$ cat src/rtl/dff_shift_bank.sv
// dff_shift_bank: WIDTH-bit edge-triggered register bank with hold, shift right,
// shift left and parallel load. It counts the shifts made since the last load or
// reset, saturating at WIDTH, and raises empty once every loaded bit has left.
//
// Optional feature: define DFF_SHIFT_ROTATE_EN to add the rot input. While rot=1,
// shifts become rotates that ignore the serial inputs and leave cnt alone.
//
// Ports:
//   clk     rising-edge clock
//   reset   asynchronous active-low reset; loads q=RESET_VAL and cnt=WIDTH
//   en      clock enable; 0 holds q and cnt
//   mode    00 hold, 01 shift right, 10 shift left, 11 parallel load
//   d       parallel load data
//   sin_r   serial in, enters q[WIDTH-1] on a shift right
//   sin_l   serial in, enters q[0] on a shift left
//   rot     (DFF_SHIFT_ROTATE_EN only) turns shifts into rotates
//   q       register contents
//   qbar    bitwise complement of q
//   sout_r  q[0], the bit leaving on a shift right
//   sout_l  q[WIDTH-1], the bit leaving on a shift left
//   cnt     shifts since the last load or reset, saturating at WIDTH
//   empty   1 when cnt == WIDTH
module dff_shift_bank #(
  parameter int unsigned       WIDTH     = 8,
  parameter logic [WIDTH-1:0]  RESET_VAL = '0,
  localparam int unsigned      CW        = $clog2(WIDTH + 1)
) (
  input  logic             clk,
  input  logic             reset,
  input  logic             en,
  input  logic [1:0]       mode,
  input  logic [WIDTH-1:0] d,
  input  logic             sin_r,
  input  logic             sin_l,
`ifdef DFF_SHIFT_ROTATE_EN
  input  logic             rot,
`endif
  output logic [WIDTH-1:0] q,
  output logic [WIDTH-1:0] qbar,
  output logic             sout_r,
  output logic             sout_l,
  output logic [CW-1:0]    cnt,
  output logic             empty
);

  localparam logic [1:0]    MODE_HOLD = 2'b00;
  localparam logic [1:0]    MODE_SHR  = 2'b01;
  localparam logic [1:0]    MODE_SHL  = 2'b10;
  localparam logic [1:0]    MODE_LOAD = 2'b11;
  localparam logic [CW-1:0] CNT_FULL  = CW'(WIDTH);

  logic [WIDTH-1:0] q_nxt;
  logic [CW-1:0]    cnt_nxt;
  logic [CW-1:0]    cnt_sat;
  logic             shift_in_r;
  logic             shift_in_l;
  logic             shift_counts;

  // Serial feed selection: a rotate recirculates the outgoing bit and leaves cnt alone.
`ifdef DFF_SHIFT_ROTATE_EN
  assign shift_in_r   = rot ? q[0] : sin_r;
  assign shift_in_l   = rot ? q[WIDTH-1] : sin_l;
  assign shift_counts = ~rot;
`else
  assign shift_in_r   = sin_r;
  assign shift_in_l   = sin_l;
  assign shift_counts = 1'b1;
`endif

  // The counter stops at WIDTH and never wraps; data keeps moving after that.
  assign cnt_sat = (cnt == CNT_FULL) ? cnt : cnt + CW'(1);

  // Next-state decode. An X or hold mode falls through to the defaults, so q and cnt hold.
  always_comb begin
    q_nxt   = q;
    cnt_nxt = cnt;
    if (en) begin
      case (mode)
        MODE_SHR: begin
          q_nxt = {shift_in_r, q[WIDTH-1:1]};
          if (shift_counts) cnt_nxt = cnt_sat;
        end
        MODE_SHL: begin
          q_nxt = {q[WIDTH-2:0], shift_in_l};
          if (shift_counts) cnt_nxt = cnt_sat;
        end
        MODE_LOAD: begin
          q_nxt   = d;
          cnt_nxt = '0;
        end
        MODE_HOLD: begin
          q_nxt   = q;
          cnt_nxt = cnt;
        end
        default: begin
          q_nxt   = q;
          cnt_nxt = cnt;
        end
      endcase
    end
  end

  // State register. Reset leaves the bank "empty", as if everything was already shifted out.
  always_ff @(posedge clk or negedge reset) begin
    if (!reset) begin
      q   <= RESET_VAL;
      cnt <= CNT_FULL;
    end else begin
      q   <= q_nxt;
      cnt <= cnt_nxt;
    end
  end

  // Derived outputs, decoded straight from the registered state.
  assign qbar   = ~q;
  assign sout_r = q[0];
  assign sout_l = q[WIDTH-1];
  assign empty  = (cnt == CNT_FULL);

endmodule
$ cat config.mk
export PLATFORM = sky130hd
export DESIGN_NAME = dff_shift_bank
export DESIGN_NICKNAME = d
export VERILOG_FILES = /design/src/rtl/dff_shift_bank.sv
export SDC_FILE = /design/constraint.sdc
export NUM_CORES = 1
export LEC_CHECK = 0
export ABC_AREA = 1
export CAP_MARGIN = 20
export CORE_MARGIN = 2
export CORE_UTILIZATION = 41
export DETAILED_ROUTE_END_ITERATION = 12
export GPL_ROUTABILITY_DRIVEN = 0
export PLACE_DENSITY = 0.79
export REMOVE_ABC_BUFFERS = 1
export SLEW_MARGIN = 10
export SYNTH_ARGS = -nofsm -noshare
export SYNTH_HDL_FRONTEND = slang
export SYNTH_SLANG_ARGS = --single-unit
$ cat constraint.sdc
create_clock -name clk -period 1.36 [get_ports clk]
set_input_delay 0.204 -clock clk [delete_from_list [all_inputs] [get_ports clk]]
set_output_delay 0.204 -clock clk [all_outputs]
set_load 0.02 [all_outputs]
==> qor.yml <==
run_status:
  status: "finished with violations"
  violations: "negative setup slack"
setup_path:
  slowest_delay_ns: 0.39
  cp.required_ns: 1.16
  cp_slowest_cell: "dfrtp_1"
  crit_path_end_kind: "output pin"
  crit_fanout: 2
  arrival_ns: 1.21
  worstPathCellList: "inv_1, ha_2, nand2_2, nor2_2, buf_6"
  critPathKind: "reg -> out"
  worstSetupStartpointType: "flop"
global_routing:
  antenna_found_initial: 0
  use_met2_pct: 33.6
  grt_pass1_vias: 859
  grt_max_degree: 17
  grt.total_usage_pct: 18.3
  top_usage_layer: "met2"
  grt_pass1_wl_mm: 3.51
  met1_usage_pct: 19.3
  grt_util_met3_pct: 5.45
  gr-total-overflow: 0
timing:
  skew_ns: 0.000563
  slew_headroom_pct: 84.4
  fin_crit_ns: 1.42
  slew_viol_final: 0
  finalHoldViolations: 0
  setup_viol: 1
  setup_ws_ns: -0.0578
  hold_ws_ns: 0.233
  finalSetupTns_ns: -0.0578
  clock.fmax_mhz: 705
  rsz0062_at_grt: "yes"
  min_period_over_period_pct: 104
  tightest_slew_ns: 0.234
synthesis:
  synthAdderAreaFrac_pct: 7.32
  ys_warn_count: 0
  synth_commonest_cells: "nand2_1, inv_1, dfrtp_1"
  synth_compound_area_share_pct: 11.0
  ys.flop_type: "dfrtp_1"
  synth_most_common_cell: "nand2_1"
  synthArstFlopShare_pct: 100
  yosys-top-cells-area: "dfrtp_1, nand2_1, o21ai_2"
  seq_area_frac_synth_pct: 35.3
  synthXorXnorAreaFrac_pct: 1.02
  synth_mux_area_share_pct: 0
  synth_top_area_share_pct: 32.2
  yosys.area.top_type: "dfrtp_1"
  synth_top_family_by_area: "simple AND/OR/NAND/NOR gates"
  ys_ff_latch: 12
  ys_types: 19
  synth_edf_count: 0
  synthesis.instances: 107
  synthesis.area_um2: 855
  syn_area_per_cell_um2: 7.99
  synth_simple_gate_area_share_pct: 32.1
routing:
  wirelength_mm: 2.06
  initialDrtViolationCount: 16
  drt_drc_violations_left: 0
  ant_nets: 0
  first_pass_iters: 4
  routedWlPerCell_um: 11.5
  routed_via_density: 4.71
  vias: 848
power:
  total_power_mw: 1.75
  vdd_drop_max_v: 0.000892
  p_leak_nw: 0.666
  power_density_nw_per_um2: 1350
die:
  die_w_um: 49.7
  core_um2: 1960
  start_util_pct: 43.6
  die_area_um2: 2470
  die_y_um: 49.7
  pin_count: 38
  floorplan.rows: 16
run:
  cap_viol_max_count: 0
clocking:
  clock_latency_ns: 0.27
  cts-root-buf: "clkbuf_4"
  cts_tree: "yes"
  cts_max_level: 1
  cts_buffers: 3
  cts_sinks: 12
  path_clk_slew_ns: 0.08
  postCtsHoldBufs: 0
  clock_path_buffers: 2
final_layout:
  area_growth_pct: 52.0
  fin_nets: 174
  num_antenna_cells: 0
  register_area_um2: 302
  n_fill_cell: 189
  multi_input_area_um2: 449
  drive_gt1_share_pct: 28.1
placed_design:
  port_buffers: 37
  dpl.hpwl_mm: 1.64
  place_ws_ns: -0.281
min_path:
  min_path_type: "in -> async"
-- cells in the final DEF, fill, tap and decap left out, types with 7 or more instances in the layout --
cell type / Yosys / routed
buf_4: 3 / 8
clkbuf_2: 0 / 7
clkdlybuf4s50_1: 0 / 14
dfrtp_1: 11 / 11
dlygate4sd2_1: 0 / 11
inv_1: 15 / 15
nand2_1: 40 / 39
nand3_1: 9 / 9
o21ai_2: 9 / 9
-- sequential cells by signal (all words and copies together) (netlist names) --
register / flops
q: 8
cnt: 4
-- final cells by class --
type	count	area share (%)
multi-input cells	74	34.6
repair buffers	47	32.2
flip-flops and latches	12	23.2
inverters	16	4.62
clock buffers	4	2.79
well taps	27	2.60
-- stage by stage --
| step | std cells | instance area, µm² | utilization, % |
|---|---|---|---|
| 2_1_floorplan | 102 | 801 | - |
| 3_3_place_gp | 175 | 1300 | 66.1 |
| 3_5_place_dp | 175 | 1300 | 66.1 |
| 4_1_cts | 179 | 1300 | 66.3 |
| 5_1_grt | 180 | 1300 | 66.2 |
| 6_report | 180 | 1300 | 66.2 |
-- cell families (layout without fill, tap and decap cells) --
logic type | after synthesis | after routing
AO/OA/AOI/OAI | 12 | 12
XOR/XNOR | 1 | 1
adder cells (fa/ha/maj) | 5 | 5
buffers and inverters | 21 | 67
flip-flops | 12 | 12
AND/OR/NAND/NOR | 56 | 56
-- final timing paths --
kind                       cells past startpoint      to  slack [ns]  startpoint
setup / recovery                               5   empty       -0.06      cnt[1]
hold / removal                                 2    q[7]        0.23       reset
setup reg to reg                               8  cnt[1]        0.04      cnt[1]
hold reg to reg                                2  cnt[0]        0.58      cnt[0]
max in group asynchronous                      2  cnt[3]        0.90       reset
min in group clk                               2  cnt[0]        0.58      cnt[0]
-- per-layer routing --
layer / wire length (µm) / vias up
li1: - / 429
met1: 789 / 389
met2: 1090 / 28
met3: 175 / 2
met4: 7 / 0
met5: 0 / -
-- power breakdown --
part           internal [mW]  switching, mW  total, mW
Combinational          0.423          0.514      0.937
Clock                  0.163          0.124      0.287
Sequential             0.448         0.0835      0.531
-- worst max-delay path, delay by kind of cell (launching register included) --
kind          cells  cell delay [ns]
simple gates      2             0.16
buf+inv           2             0.19
flops             1             0.39
fa+ha+maj         1             0.19
-- repair_timing --
action                                  in CTS  in global routing
setup buffers                                0                  1
cloned                                       0                  0
resized for setup                           31                 21
pin swaps                                    0                  3
endpoints found under the setup margin      23                 19
(Power assumes the default switching activity.)
